--- src/rtl/clk_div_pkg.sv ---
// rtl/clk_div_pkg.sv - shared types, constants and helpers for the programmable clock divider
package clk_div_pkg;

  typedef enum logic [1:0] {
    IDLE = 2'd0,
    RUN  = 2'd1,
    PEND = 2'd2
  } state_t;

  localparam int MIN_DIV = 2;

  // A divisor below MIN_DIV cannot form a period with both a high and a low phase
  function automatic logic legal_div(input logic [31:0] value);
    return value >= 32'(MIN_DIV);
  endfunction

endpackage

--- src/rtl/clk_div_core.sv ---
// rtl/clk_div_core.sv - period counter and phase generator for the divided clock
module clk_div_core
  import clk_div_pkg::*;
#(
  parameter int DIV_W = 8
) (
  input  logic             clk,
  input  logic             rst_n,
  input  logic             en,
  input  logic [DIV_W-1:0] div,
  output logic             clk_out,
  output logic             clk_rise,
  output logic             boundary
);

  // en is the "active in the next cycle" request; the registers below describe
  // the output cycle that follows the edge, so clk_out never depends on inputs
  // combinationally.
  logic [DIV_W-1:0] cnt_q, cnt_d;
  logic             active_q;
  logic             clk_out_q, clk_out_d;
  logic             clk_rise_q, clk_rise_d;

  // Last cycle of the current period; only meaningful while a period is active
  assign boundary = active_q && (cnt_q == (div - DIV_W'(1)));

  // Advance within the period, restart at the boundary or when (re)starting
  always_comb begin
    cnt_d = '0;
    if (en && active_q && !boundary) begin
      cnt_d = cnt_q + DIV_W'(1);
    end
  end

  // A new period always opens high (div >= 2 gives at least one high cycle),
  // so using the old divisor at count 0 is harmless during a switch.
  assign clk_out_d  = en && (cnt_d < (div >> 1));
  assign clk_rise_d = en && (cnt_d == '0);

  // Counter and phase registers; reset forces clk_out low immediately
  always_ff @(posedge clk or negedge rst_n) begin
    if (!rst_n) begin
      cnt_q      <= '0;
      active_q   <= 1'b0;
      clk_out_q  <= 1'b0;
      clk_rise_q <= 1'b0;
    end else begin
      cnt_q      <= cnt_d;
      active_q   <= en;
      clk_out_q  <= clk_out_d;
      clk_rise_q <= clk_rise_d;
    end
  end

  assign clk_out  = clk_out_q;
  assign clk_rise = clk_rise_q;

endmodule

--- src/rtl/clk_div_switch.sv ---
// rtl/clk_div_switch.sv - glitch-free programmable clock divider with run gate and divisor handshake
module clk_div_switch
  import clk_div_pkg::*;
#(
  parameter int DIV_W     = 8,
  parameter int RESET_DIV = 2,
  parameter int START_RUN = 0
) (
  input  logic             clk,
  input  logic             rst_n,
  input  logic             run_en,
  input  logic             div_valid,
  output logic             div_ready,
  input  logic [DIV_W-1:0] div_value,
  output logic             clk_out,
  output logic             clk_rise,
  output logic             running,
  output logic [DIV_W-1:0] cur_div,
  output logic             switch_done,
  output logic             div_err
);

  // Armed start is RUN with the core still inactive: the first edge after
  // reset opens a period exactly as a run request from IDLE would.
  localparam state_t RESET_STATE = (START_RUN != 0) ? RUN : IDLE;

  state_t           state_q, state_d;
  logic [DIV_W-1:0] cur_div_q, cur_div_d;
  logic [DIV_W-1:0] pend_q, pend_d;
  logic             ready_q, ready_d;
  logic             running_q, running_d;
  logic             done_q, done_d;
  logic             err_q, err_d;
  logic             accept, legal, boundary, core_en;

  assign accept  = div_valid && ready_q;
  assign legal   = legal_div(32'(div_value));
  assign core_en = (state_d != IDLE);

  clk_div_core #(
    .DIV_W(DIV_W)
  ) u_core (
    .clk     (clk),
    .rst_n   (rst_n),
    .en      (core_en),
    .div     (cur_div_q),
    .clk_out (clk_out),
    .clk_rise(clk_rise),
    .boundary(boundary)
  );

  // State register
  always_ff @(posedge clk or negedge rst_n) begin
    if (!rst_n) begin
      state_q <= RESET_STATE;
    end else begin
      state_q <= state_d;
    end
  end

  // Next state: run/stop and divisor changes only act at period boundaries
  always_comb begin
    state_d = state_q;
    case (state_q)
      IDLE: begin
        if (run_en) state_d = RUN;
      end
      RUN: begin
        if (boundary && !run_en) state_d = IDLE;
        else if (accept && legal) state_d = PEND;
      end
      PEND: begin
        if (boundary) state_d = run_en ? RUN : IDLE;
      end
      default: state_d = IDLE;
    endcase
  end

  // Output/datapath next values: divisor load, pending capture, status pulses
  always_comb begin
    cur_div_d = cur_div_q;
    pend_d    = pend_q;
    done_d    = 1'b0;
    err_d     = accept && !legal;
    case (state_q)
      IDLE: begin
        if (accept && legal) begin
          cur_div_d = div_value;
          done_d    = 1'b1;
        end
      end
      RUN: begin
        if (boundary && !run_en) begin
          // Stopping at this boundary: a request arriving now loads directly
          if (accept && legal) begin
            cur_div_d = div_value;
            done_d    = 1'b1;
          end
        end else if (accept && legal) begin
          pend_d = div_value;
        end
      end
      PEND: begin
        if (boundary) begin
          cur_div_d = pend_q;
          done_d    = 1'b1;
        end
      end
      default: ;
    endcase
    ready_d   = (state_d != PEND);
    running_d = core_en;
  end

  // Registered status and divisor state
  always_ff @(posedge clk or negedge rst_n) begin
    if (!rst_n) begin
      cur_div_q <= DIV_W'(RESET_DIV);
      pend_q    <= '0;
      ready_q   <= 1'b1;
      running_q <= 1'b0;
      done_q    <= 1'b0;
      err_q     <= 1'b0;
    end else begin
      cur_div_q <= cur_div_d;
      pend_q    <= pend_d;
      ready_q   <= ready_d;
      running_q <= running_d;
      done_q    <= done_d;
      err_q     <= err_d;
    end
  end

  assign div_ready   = ready_q;
  assign running     = running_q;
  assign cur_div     = cur_div_q;
  assign switch_done = done_q;
  assign div_err     = err_q;

endmodule
--- config.mk ---
export PLATFORM = sky130hd
export DESIGN_NAME = clk_div_switch
export DESIGN_NICKNAME = d
export VERILOG_FILES = /design/src/rtl/clk_div_pkg.sv /design/src/rtl/clk_div_core.sv /design/src/rtl/clk_div_switch.sv
export SDC_FILE = /design/constraint.sdc
export NUM_CORES = 1
export LEC_CHECK = 0
export ABC_AREA = 1
export CAP_MARGIN = 25
export CORE_MARGIN = 2
export CORE_UTILIZATION = 40
export CTS_CLUSTER_SIZE = 16
export DETAILED_ROUTE_END_ITERATION = 12
export PLACE_DENSITY = 0.58
export SLEW_MARGIN = 15
export SYNTH_ARGS = -nofsm -noshare
export SYNTH_HDL_FRONTEND = slang
export SYNTH_SLANG_ARGS = --single-unit
--- constraint.sdc ---
create_clock -name clk -period 5.97 [get_ports clk]
set_input_delay 1.4925 -clock clk [delete_from_list [all_inputs] [get_ports clk]]
set_output_delay 1.4925 -clock clk [all_outputs]
set_load 0.02 [all_outputs]
==> results of run 1 <==
## critical path, cell delays in order
cell	delay (ns)
clkdlybuf4s50_1	0.44
nor4_1	0.27
nand2_1	0.11
nand3_1	0.13
nand3_2	0.09
nand2_2	0.11
nor2_4	0.07
nor2_4	0.16
o21ai_1	0.11
a21oi_2	0.18
ha_1	0.27
nand4_1	0.09
nand4_1	0.08
a21oi_1	0.12
## layer usage
metal | wire (um) | vias to the layer above
li1 | - | 868
met1 | 2300 | 737
met2 | 1830 | 28
met3 | 156 | 7
met4 | 70 | 0
met5 | 0 | -
## synthesized netlist by cell type
cell,number
nor2_2,3
nor3_1,2
nand3b_1,1
nand2_1,79
buf_2,1
nor2_1,17
nor2_4,3
clkbuf_1,2
xor2_1,4
a21boi_2,1
dfrtp_1,30
a21oi_2,2
xnor2_1,2
o22ai_1,1
o21ai_1,2
nand2_2,4
nor4_1,1
nand2_4,1
nand3_1,14
a21oi_1,2
nand4_4,1
nand3_2,3
nor3_2,1
nand4_1,2
o21ai_0,26
ha_1,8
dfstp_2,2
inv_1,34
inv_2,9
## cell type report
class	instances	area [sq um]
Timing Repair Buffer	26	258
Sequential cell	32	803
Clock buffer	6	82.6
Tap cell	54	67.6
Inverter	43	161
Clock inverter	2	10.0
Fill cell	497	2350
Multi-Input combinational cell	180	955
## registers in the layout, indices dropped and copies added (netlist names)
register         flops
div_ready            1
pend_q               8
cur_div              8
u_core.clk_rise      1
u_core.active_q      1
state_q              2
u_core.cnt_q         8
div_err              1
u_core.clk_out       1
switch_done          1
## cells by family (layout without fill, tap and decap cells)
kind of cell             count (synthesis)  count (layout)
AO/OA/AOI/OAI                           34              34
buffers and inverters                   46              77
adder cells (fa/ha/maj)                  8               8
XOR/XNOR                                 6               6
flip-flops                              32              32
AND/OR/NAND/NOR                        132             132
## stage by stage
| step | power, mW | hold WS [ns] | worst slack, ns | instance area [sq um] | util, % |
|---|---|---|---|---|---|
| finish | 0.405 | 0.503 | 2.45 | 2340 | 49.8 |
| global route | 0.423 | 0.533 | 2.16 | 2340 | 49.8 |
| CTS | 0.410 | 0.503 | 2.45 | 2340 | 49.8 |
| detailed placement | 0.236 | 0.493 | 2.16 | 2240 | 47.8 |
| global placement | 0.236 | 0.498 | 2.20 | 2240 | 47.8 |
| floorplan | 0.222 | 0.501 | 2.84 | 1930 | - |
## power groups by stage
| stage | Combinational, mW | Clock (mW) | Sequential (mW) |
|---|---|---|---|
| finish | 0.0144 | 0.174 | 0.217 |
| global route | 0.0162 | 0.191 | 0.217 |
| CTS | 0.0150 | 0.178 | 0.217 |
| detailed placement | 0.0149 | 0 | 0.221 |
| global placement | 0.0148 | 0 | 0.221 |
| floorplan | 0.000785 | 0 | 0.221 |
## worst max path at each step
stage	end	slack (ns)	cells past startpoint
finish	u_core.clk_out$_DFF_PN0_	2.45	14
global route	u_core.clk_out$_DFF_PN0_	2.16	14
CTS	u_core.clk_out$_DFF_PN0_	2.45	14
detailed placement	u_core.clk_out$_DFF_PN0_	2.16	14
global placement	u_core.clk_out$_DFF_PN0_	2.20	17
floorplan	u_core.clk_out$_DFF_PN0_	2.84	13
==> key figures, run 1 <==
Run status
  – Run status: complete, no violations

Synthesis
  – Register area share after synthesis: 41.6%
  – Syn_area_per_cell: 7.49 sq um
  – Synth Warn #: 0
  – Post-Synth Simple-Gate Area: 31.9%
  – Largest area contributor in the netlist: dfrtp_1
  – Post-synthesis compound-gate area fraction: 9.59%
  – Adder-Cell Fraction of Synth Area: 5.18%
  – Net Count, Synth: 278
  – Yosys reg bits: 32
  – Synthesized instance count: 258
  – Post-synthesis mux area share: 0%
  – Synth area leaders: dfrtp_1 39%, nand2_1 15%, o21ai_0 6.7%, inv_1 6.6%, ha_1 5.2%
  – Top-area cell type share of the netlist area: 38.9%
  – Mapped cell area: 0.00193 sq mm
  – Synth Area in XOR/XNOR: 2.72%
  – Post-synth cell types: 29
  – Largest family of logic cells by synthesized area: simple AND/OR/NAND/NOR gates

Final layout
  – Most common cell after layout, fill and taps aside: nand2_1
  – Most frequent cells in the layout: 79 x nand2_1, 34 x inv_1, 30 x dfrtp_1
  – Final nets: 308
  – Non-Filler Instances: 343
  – Area delta synth->final: 21.0%
  – Antenna Cells: 0
  – Layout cells sized above 1: 13.5%

Route
  – Routed wire per std cell: 12.7 um
  – Routed via count: 1640
  – Via density: 4.78
  – Final WL: 4.35 mm
  – DRC errors left: 0
  – Drt first pass iters: 4
  – Starting DRT DRC Count: 83
  – Antenna-violating nets left: 0

Global routing
  – GRT Util Overall: 18.3%
  – Initial antenna violation count: 0
  – Total grt overflow: 0
  – First-pass GRT wire length: 7.40 mm
  – Number of global-route vias before repair: 1516
  – GRT busiest layer: met1
  – GR met3 Demand/Resource: 3.84%
  – Met1 Usage GRT: 27.3%
  – Pin count of the biggest net entering global routing: 33
  – Met2 GRT Util: 25.9%

STA
  – Hold Vio Cnt, Final: 0
  – F_max: 284 MHz
  – Fin crit period: 3.52 ns
  – Relative slew slack: 56.8%
  – Setup Viol. Count Final: 0
  – Tcrit/Tclk final: 59.0%
  – RSZ-0062 raised after global routing: no
  – Clk_skew: 0.00548 ns
  – Final TNS setup: 0 ns
  – Final count of pins violating max slew: 0
  – Worst slew pin tran: 0.644 ns

Min path
  – WHS Path Cells: 2
  – Hold WC Path Type: flop to flop
  – Min-Delay Endpoint: div_err$_DFF_PN0_
  – Worst Hold Launch: div_ready$_DFF_PN1_

Setup path
  – Worst setup SP type: primary input
  – Crit. End Element: flop
  – Worst EP required: 6.18 ns
  – R2R Setup Slk: 3.07 ns
  – Reg2reg end: u_core.clk_out$_DFF_PN0_
  – FF-to-FF path depth: 19
  – R2R Path Start: cur_div[1]$_DFFE_PN1P_
  – Critical path type: primary input to flop
  – Worst-path fanout max: 5
  – Critical path origin: div_value[7]
  – Data arrival, critical path: 3.73 ns

Floorplan
  – FP Rows: 25
  – Die area: 0.00540 sq mm
  – Core box area: 0.00469 sq mm
  – Initial Utilization: 41.2%
  – Die height: 73.5 um
  – Chip width: 73.5 um
  – Ports: 26

Clock network
  – CTS tree: built
  – Clock transition at path regs: 0.07 ns
  – Largest buffer count on any clock path: 2
  – Post-CTS setup buffers: 0
  – Worst skew pair latency: 0.28 ns
  – CTS Buf Count: 5
  – Clk sinks: 32
  – Hold_buf cts: 0
  – Number of H-tree levels: 2
  – CTS Root Buffer Type: clkbuf_8
  – CTS resizes: 0

Placed design
  – Post-detail-place hpwl: 3.40 mm
  – Port bufs: 25
  – Inst Count DP: 335
  – Routability congestion estimate: 0.862

Power and ir drop
  – Sequential power share: 53.5%
  – Cell internal pwr: 316 uW
  – Switching power: 89.4 uW
  – Comb pwr share: 3.6%
  – Clock power share: 42.9%
  – Sw Share: 22.1%
  – Total leakage power: 1.18 nW
  – Worst VDD drop: 0.118 mV
  – Pwr dens: 173 mW/mm^2

Flow run
  – MaxCap Viol Count: 0
(Power assumes the default switching activity.)
==> inputs of run 2 (changes only) <==
PLACE_DENSITY = 0.61   (was 0.58)
clock period = 2.95 ns   (was 5.97 ns; I/O delays follow)
==> run 2 against run 1 <==
Effect of this change: die area unchanged; hold slack improved by 0.019 ns; final cell count increased by 5.2%; sequential share of layout area decreased by 2.9 points; sequential power increased by 100%; clock power increased by 140%; clock skew about the same; largest power group unchanged.
==> key figures, run 2 (same netlist as run 1, synthesis figures left out) <==
Run status
  – Run status: complete, no violations

Placed design
  – Routability congestion estimate: 0.847
  – Post-DP Area: 0.00233 sq mm
  – Post-detail-place hpwl: 3.46 mm
  – Port bufs: 25
  – Inst Count DP: 346

Route
  – Routed wire per std cell: 12.8 um
  – DRC errors left: 0
  – Drt first pass iters: 4
  – Starting DRT DRC Count: 96
  – Routed via count: 1757
  – Antenna-violating nets left: 0
  – Final WL: 4.61 mm
  – Via density: 4.87

Clock network
  – Worst skew pair latency: 0.29 ns
  – CTS tree: built
  – CTS Buf Count: 5
  – CTS Root Buffer Type: clkbuf_8
  – Hold_buf cts: 0
  – Number of H-tree levels: 2
  – Clock transition at path regs: 0.07 ns
  – Largest buffer count on any clock path: 2
  – Clk sinks: 32

Floorplan
  – Die area: 0.00540 sq mm
  – Initial Utilization: 41.2%
  – Core box area: 0.00469 sq mm
  – Die height: 73.5 um
  – FP Rows: 25
  – Ports: 26
  – Chip width: 73.5 um

Setup path
  – R2R Path Start: cur_div[1]$_DFFE_PN1P_
  – Reg2reg end: u_core.clk_out$_DFF_PN0_
  – Worst EP required: 3.17 ns
  – R2R Setup Slk: 0.16 ns
  – Crit. End Element: flop
  – FF-to-FF path depth: 21
  – Data arrival, critical path: 3.01 ns
  – Critical path type: flop to flop
  – Worst setup SP type: flop
  – Worst-path fanout max: 5

STA
  – Setup Viol. Count Final: 0
  – Final count of pins violating max slew: 0
  – Relative slew slack: 66.9%
  – F_max: 359 MHz
  – Fin crit period: 2.79 ns
  – Final TNS setup: 0 ns
  – Worst slew pin tran: 0.495 ns
  – Hold Vio Cnt, Final: 0
  – Clk_skew: 0.00515 ns
  – Tcrit/Tclk final: 94.5%

Final layout
  – Most frequent cells in the layout: 78 x nand2_1, 34 x inv_1, 30 x dfrtp_1
  – Final nets: 326
  – Area delta synth->final: 32.3%
  – Core Util, Final: 54.5%
  – Non-Filler Instances: 361
  – Layout Cell Area excl Fill: 0.00256 sq mm
  – Layout cells sized above 1: 20.8%
  – Antenna Cells: 0
  – Most common cell after layout, fill and taps aside: nand2_1

Power and ir drop
  – Switching power: 186 uW
  – Worst VDD drop: 0.194 mV
  – Pwr Total: 894 uW
  – Sequential power share: 49.1%
  – Total leakage power: 1.28 nW
  – Clock power share: 47.1%
  – Comb pwr share: 3.8%
  – Cell internal pwr: 708 uW
  – Sw Share: 20.9%
  – Pwr dens: 350 mW/mm^2

Global routing
  – GRT Util Overall: 18.9%
  – Total grt overflow: 0
  – Number of global-route vias before repair: 1663
  – First-pass GRT wire length: 7.80 mm
  – Initial antenna violation count: 0
  – Pin count of the biggest net entering global routing: 33

Min path
  – Worst Hold Launch: div_ready$_DFF_PN1_
  – Hold WC Path Type: flop to flop
  – WHS Path Cells: 2
  – Min-Delay Endpoint: div_err$_DFF_PN0_

Flow run
  – MaxCap Viol Count: 0
==> run 2: changes by cell type in the layout (fill, tap and decap cells not counted), moves of 2 or more <==
cell,previous run,this run
ha_1,8,6
ha_4,0,2
buf_4,1,19
a21oi_1,2,0
==> run 2: how the worst max path moves through the flow <==
stage | cells after the start | from | end | slack (ns)
final | 21 | cur_div[1]$_DFFE_PN1P_ | u_core.clk_out$_DFF_PN0_ | 0.16
after detailed placement | 14 | div_value[7] | u_core.clk_out$_DFF_PN0_ | -0.03
after floorplan | 19 | cur_div[1]$_DFFE_PN1P_ | u_core.clk_out$_DFF_PN0_ | 0.29
after global placement | 17 | div_value[7] | u_core.clk_out$_DFF_PN0_ | 0.04
after global routing | 21 | cur_div[1]$_DFFE_PN1P_ | u_core.clk_out$_DFF_PN0_ | -0.01
after CTS | 19 | cur_div[1]$_DFFE_PN1P_ | u_core.clk_out$_DFF_PN0_ | 0.07
==> run 2: cell type report <==
class                   count  area, sq um
inverters                  43          164
clock inverters             2         35.0
flip-flops and latches     32          803
fillers                   465         2140
multi-input cells         180         1020
repair buffers             44          393
clock buffers               6         72.6
well taps                  54         67.6
==> run 2: through the flow <==
stage,setup slack (ns),hold slack (ns)
floorplan,0.292,0.442
global placement,0.0414,0.506
detailed placement,-0.0291,0.517
CTS,0.0688,0.527
global route,-0.0131,0.537
finish,0.163,0.522
==> run 2: repair_timing <==
item,4_1_cts,5_1_grt
endpoints found under the setup margin,0,1
gates resized for setup,0,12
setup buffers,0,7
==> run 2: critical path, stage by stage, from the launching register on <==
cell     delay (ns)
dfstp_2        0.56
inv_2          0.06
ha_4           0.21
nand2_2        0.07
nand3_2        0.08
nor2_2         0.13
nand2_2        0.08
nor2_4         0.16
nand3_4        0.09
nand2_1        0.07
nand2_1        0.07
nand2_2        0.09
nor2_4         0.05
nor2_4         0.19
inv_4          0.07
a21oi_4        0.17
ha_4           0.23
nand2_1        0.06
inv_1          0.04
nand2_1        0.06
nand2_1        0.06
a21oi_2        0.11
==> run 2: per-layer routing <==
metal,vias to the layer above,wire [um],global-route usage (%)
met3,6,192,3.84
met5,-,0,0
met4,0,73,7.27
li1,910,-,-
met1,808,2280,27.4
met2,33,2070,27.7
==> run 2: power groups by stage <==
stage	clock, mW	sequential (mW)	combinational [mW]
6_report	0.421	0.439	0.0343
5_1_grt	0.451	0.438	0.0381
4_1_cts	0.434	0.439	0.0353
3_5_place_dp	0	0.447	0.0349
3_3_place_gp	0	0.447	0.0350
2_1_floorplan	0	0.447	0.00159
